[src/rtl/pipe_skid_stage.sv]
// rtl/pipe_skid_stage.sv - multi-lane valid/ready pipeline stage with one-entry skid buffer and per-lane kill
module pipe_skid_stage #(
  parameter int LANES = 2,
  parameter int W     = 64
) (
  input  logic                 clk,
  input  logic                 rst,
  input  logic                 flush,
  input  logic [LANES-1:0]     in_valid,
  input  logic [LANES*W-1:0]   in_data,
  output logic                 in_ready,
  output logic [LANES-1:0]     out_valid,
  output logic [LANES*W-1:0]   out_data,
  input  logic                 out_ready,
  input  logic [LANES-1:0]     kill_mask,
  output logic [1:0]           occupancy
);

  typedef enum logic [1:0] {
    ST_EMPTY = 2'd0,
    ST_ONE   = 2'd1,
    ST_TWO   = 2'd2
  } state_e;

  state_e               state_q, state_d;
  logic [LANES-1:0]     h_valid_q, h_valid_d;
  logic [LANES*W-1:0]   h_data_q, h_data_d;
  logic [LANES-1:0]     s_valid_q, s_valid_d;
  logic [LANES*W-1:0]   s_data_q, s_data_d;

  logic                 in_fire;
  logic                 out_fire;
  logic                 head_gone;
  logic [LANES*W-1:0]   keep_bits;
  logic [LANES-1:0]     h_keep_valid;
  logic [LANES*W-1:0]   h_keep_data;

  // in_ready depends only on registered state, so back-pressure never chains combinationally
  assign in_ready  = (state_q != ST_TWO);
  assign out_valid = h_valid_q & ~kill_mask;
  assign out_data  = h_data_q;
  assign in_fire   = in_ready & (|in_valid);
  assign out_fire  = (|out_valid) & out_ready;
  // A head whose valid lanes are all killed is retired exactly like a fired one
  assign head_gone = (state_q != ST_EMPTY) & (out_fire | ~(|out_valid));

  always_comb begin
    keep_bits = '0;
    for (int i = 0; i < LANES; i++) begin
      keep_bits[i*W +: W] = {W{~kill_mask[i]}};
    end
  end

  assign h_keep_valid = h_valid_q & ~kill_mask;
  assign h_keep_data  = h_data_q & keep_bits;

  always_comb begin
    state_d   = state_q;
    h_valid_d = h_valid_q;
    h_data_d  = h_data_q;
    s_valid_d = s_valid_q;
    s_data_d  = s_data_q;

    case (state_q)
      ST_EMPTY: begin
        if (in_fire) begin
          state_d   = ST_ONE;
          h_valid_d = in_valid;
          h_data_d  = in_data;
        end
      end
      ST_ONE: begin
        if (head_gone) begin
          if (in_fire) begin
            h_valid_d = in_valid;
            h_data_d  = in_data;
          end else begin
            state_d   = ST_EMPTY;
            h_valid_d = '0;
            h_data_d  = '0;
          end
        end else begin
          h_valid_d = h_keep_valid;
          h_data_d  = h_keep_data;
          if (in_fire) begin
            state_d   = ST_TWO;
            s_valid_d = in_valid;
            s_data_d  = in_data;
          end
        end
      end
      ST_TWO: begin
        if (head_gone) begin
          state_d   = ST_ONE;
          h_valid_d = s_valid_q;
          h_data_d  = s_data_q;
          s_valid_d = '0;
          s_data_d  = '0;
        end else begin
          h_valid_d = h_keep_valid;
          h_data_d  = h_keep_data;
        end
      end
      default: begin
        state_d   = ST_EMPTY;
        h_valid_d = '0;
        h_data_d  = '0;
        s_valid_d = '0;
        s_data_d  = '0;
      end
    endcase

    if (flush) begin
      state_d   = ST_EMPTY;
      h_valid_d = '0;
      h_data_d  = '0;
      s_valid_d = '0;
      s_data_d  = '0;
    end
  end

  always_ff @(posedge clk) begin
    if (rst) begin
      state_q   <= ST_EMPTY;
      h_valid_q <= '0;
      h_data_q  <= '0;
      s_valid_q <= '0;
      s_data_q  <= '0;
    end else begin
      state_q   <= state_d;
      h_valid_q <= h_valid_d;
      h_data_q  <= h_data_d;
      s_valid_q <= s_valid_d;
      s_data_q  <= s_data_d;
    end
  end

  always_comb begin
    case (state_q)
      ST_ONE:  occupancy = 2'd1;
      ST_TWO:  occupancy = 2'd2;
      default: occupancy = 2'd0;
    endcase
  end

endmodule
[config.mk]
export PLATFORM = sky130hd
export DESIGN_NAME = pipe_skid_stage
export DESIGN_NICKNAME = d
export VERILOG_FILES = /design/src/rtl/pipe_skid_stage.sv
export SDC_FILE = /design/constraint.sdc
export NUM_CORES = 1
export LEC_CHECK = 0
export CAP_MARGIN = 10
export CELL_PAD_IN_SITES_DETAIL_PLACEMENT = 0
export CELL_PAD_IN_SITES_GLOBAL_PLACEMENT = 1
export CORE_AREA = 3 3 172 174
export CTS_CLUSTER_SIZE = 20
export DETAILED_ROUTE_END_ITERATION = 10
export DIE_AREA = 0 0 175 177
export PLACE_DENSITY = 0.93
export SYNTH_ARGS = -nofsm -noshare
export SYNTH_HDL_FRONTEND = slang
export SYNTH_SLANG_ARGS = --single-unit
[constraint.sdc]
create_clock -name clk -period 5.9 [get_ports clk]
set_input_delay 1.77 -clock clk [delete_from_list [all_inputs] [get_ports clk]]
set_output_delay 1.77 -clock clk [all_outputs]
set_load 0.01 [all_outputs]
==> impl_metrics.json, run 1 <==
{
  "synth-simple-area-share": 0.277,
  "p_sw_w": 0.000935,
  "syn2layout_area_growth_pct": 32.4,
  "yosysWarningCount": 0,
  "total_power_w": 0.00409,
  "switching_share": 0.228,
  "grt_overflow_total": 0,
  "crit_required_ns": 4.13,
  "power.leakage_nw": 4.62,
  "cts_tree": "done",
  "finalSetupViolations": 0,
  "fin_crit_ns": 5.11,
  "p_seq_frac": 0.449,
  "p_per_area_nw_per_um2": 268,
  "critPathTopFamily": "buffers and inverters",
  "diodes": 0,
  "synth_seq_area_share": 0.455,
  "timing.slew.headroom": 0.311,
  "yosysUniqueCellTypes": 42,
  "slew_viol_final": 0,
  "stdcell_area_um2": 15300,
  "die_y_um": 177,
  "rsz0062_at_grt": "false",
  "setup_ws_ns": 0.792,
  "grt_start_max_net_pins": 99,
  "drtAntennaViolNets": 0,
  "pwr-share-comb": 0.094,
  "synth_nets": 1370,
  "row_count": 61,
  "slowest_stage": "clkdlybuf4s50_1",
  "critPathBufInv": 3,
  "placed_area_um2": 14300,
  "path_cells": "clkdlybuf4s50_1 > nand2b_1 > inv_1 > clkdlybuf4s50_1",
  "clk_latency_ns": 0.53,
  "synth_top_family_by_area": "simple AND/OR/NAND/NOR gates",
  "final_hold_viol_count": 0,
  "root_buffer": "clkbuf_16",
  "drt-total-wl_um": 35500,
  "antenna_found_initial": 2,
  "final_nets": 1544,
  "grt_use_total": 0.217,
  "holdWs_ns": 0.482,
  "initial_core_util": 0.413,
  "cts-hold-fix-buffers": 0,
  "cts_sinks": 262,
  "cts.repair.resized": 0,
  "synth_cells": 1234,
  "max_freq_ghz": 0.196,
  "p_int_w": 0.00316,
  "post_cts_buffers": 0,
  "finalSetupTns_ns": 0,
  "wl_per_cell_um": 19.6,
  "viasPerCell": 6.06,
  "status": "complete, no violations",
  "ir_drop_mv": 0.173,
  "grt_pass1_vias": 10500,
  "port_buffers": 268,
  "worst_pin_slew_ns": 1.03,
  "yosys_register_bits": 262,
  "grt_pass1_wl_um": 56700,
  "arrival_ns": 3.34,
  "worstSetupEndpointType": "output pin",
  "cts_made_buffers": 29,
  "cp_max_fo": 5,
  "layout_commonest_cell": "clkdlybuf4s50_1",
  "pin_count": 269,
  "hold_class": "reg2reg",
  "cap_viol_max_count": 0,
  "skew_ns": 0.00906,
  "core-area_um2": 27900,
  "worstSetupPathType": "in2out",
  "die_x_um": 175,
  "netlist_area_um2": 11500,
  "dpl.hpwl_um": 20100,
  "syn_area_per_cell_um2": 9.34,
  "synthAdderAreaFrac": 0,
  "post-place-ws_ns": 0.806,
  "max_stage_delay_ns": 0.62,
  "layout_common_cells": "clkdlybuf4s50_1, dfxtp_1, nand2_1",
  "synthXorXnorAreaFrac": 0,
  "drive_above_1_share": 0.0910,
  "clkSlewWorstSetupHoldPaths_ns": 0.06,
  "clkPwrFrac": 0.457,
  "remaining_drc_errors": 0,
  "gp_congestion": 0.768,
  "die-area_um2": 31000,
  "drtIter0Drc": 1132,
  "synth_compound_area_frac": 0.207,
  "firstDrtPassIters": 5,
  "path_common_cell": "clkdlybuf4s50_1",
  "fin_crit_sh": 0.866,
  "vias": 10900,
  "cp-start-kind": "input pin",
  "cts_max_level": 1,
  "synthMuxAreaShare": 0.000868,
  "clk_path_buf_depth": 3
}
==> sequential cells by signal, summed over array words and instances, names as in the netlist <==
register	flops
out_data	128
s_data_q	128
s_valid_q	2
state_q	2
h_valid_q	2
==> cells by family (layout without fill, tap and decap cells) <==
group                  count (synthesis)  after routing
DFF                                  262            262
AOI/OAI and AO/OA                    282            282
and+or+nand+nor                      540            540
buffers and inverters                149            344
muxes                                  1              1
==> worst register-to-register path: stages (launching register included) <==
cell and delay, ns:
dfxtp_4 0.64, buf_4 0.74, nand2b_1 0.31, a2111oi_4 0.35, buf_4 0.74, nand2_1 0.18, a31oi_1 0.21
==> final timing paths <==
path,startpoint,to,slack [ns],cells after the start
setup / recovery,kill_mask[0],out_valid[0],0.79,4
hold / removal,out_data[82],out_data[82],0.48,1
setup reg to reg,state_q[0],s_data_q[79],2.64,6
hold reg to reg,out_data[82],out_data[82],0.48,1
==> metrics by stage <==
| step | utilization | cells |
|---|---|---|
| after floorplan | - | 1234 |
| after global placement | 0.510 | 1755 |
| after detailed placement | 0.510 | 1755 |
| after CTS | 0.546 | 1807 |
| after global routing | 0.546 | 1807 |
| final | 0.546 | 1807 |
==> per-layer routing <==
layer / wire (µm) / vias up / global-route usage / share of wire
met2: 16100 / 449 / 0.351 / 0.45
met4: 950 / 4 / 0.0678 / 0.027
met1: 15900 / 5394 / 0.296 / 0.45
met5: 26 / - / 0 / 0.00073
li1: - / 5030 / - / -
met3: 2550 / 67 / 0.0405 / 0.072
==> Yosys cell counts, drive strengths merged <==
| cell type | count | area share |
|---|---|---|
| mux2i | 1 | 0.00087 |
| clkinv | 1 | 0.00033 |
| a221o | 127 | 0.12 |
| o2111ai | 2 | 0.0015 |
| buf | 58 | 0.031 |
| nand2b | 3 | 0.0018 |
| o221ai | 1 | 0.00076 |
| or2 | 2 | 0.0011 |
| nor2b | 3 | 0.0016 |
| nor4 | 1 | 0.00054 |
| nand3 | 131 | 0.057 |
| inv | 5 | 0.0016 |
| o2bb2ai | 1 | 0.00076 |
| nor2 | 6 | 0.0020 |
| nor3b | 127 | 0.083 |
| or3 | 1 | 0.00098 |
| dfxtp | 262 | 0.45 |
| o32a | 1 | 0.00087 |
| a21oi | 6 | 0.0039 |
| nor3 | 1 | 0.00043 |
| clkbuf | 85 | 0.028 |
| o22ai | 1 | 0.00054 |
| a2111oi | 1 | 0.0024 |
| o31a | 1 | 0.00076 |
| o311a | 1 | 0.00087 |
| a31oi | 132 | 0.073 |
| o211ai | 6 | 0.0043 |
| nand3b | 131 | 0.085 |
| a211o | 1 | 0.00076 |
| nand2 | 134 | 0.044 |
| o21ai | 1 | 0.00043 |
==> layout make-up <==
cell class,instances,area [µm²]
Clock buffer,42,865
Clock inverter,10,135
Fill cell,2442,12700
Inverter,6,27.5
Multi-Input combinational cell,823,5620
Sequential cell,262,5250
Tap cell,378,473
Timing Repair Buffer,286,2890
==> power by group through the flow <==
stage,registers [W],clock network [W],logic (W)
2_1_floorplan,0.00189,0,0.000146
3_3_place_gp,0.00188,0,0.000381
3_5_place_dp,0.00188,0,0.000382
4_1_cts,0.00184,0.00191,0.000384
5_1_grt,0.00184,0.00198,0.000406
6_report,0.00184,0.00187,0.000383
No activity file was read; power rests on OpenSTA's default activity.
==> run 2: changes to the inputs <==
--- a/config.mk
+++ b/config.mk
@@ -13,6 +13,7 @@
 export DETAILED_ROUTE_END_ITERATION = 10
 export DIE_AREA = 0 0 175 177
 export PLACE_DENSITY = 0.93
+export SKIP_LAST_GASP = 1
 export SYNTH_ARGS = -nofsm -noshare
 export SYNTH_HDL_FRONTEND = slang
 export SYNTH_SLANG_ARGS = --single-unit
==> results of run 2 <==
The final DEF is identical to that of run 1; final timing and power are the same.
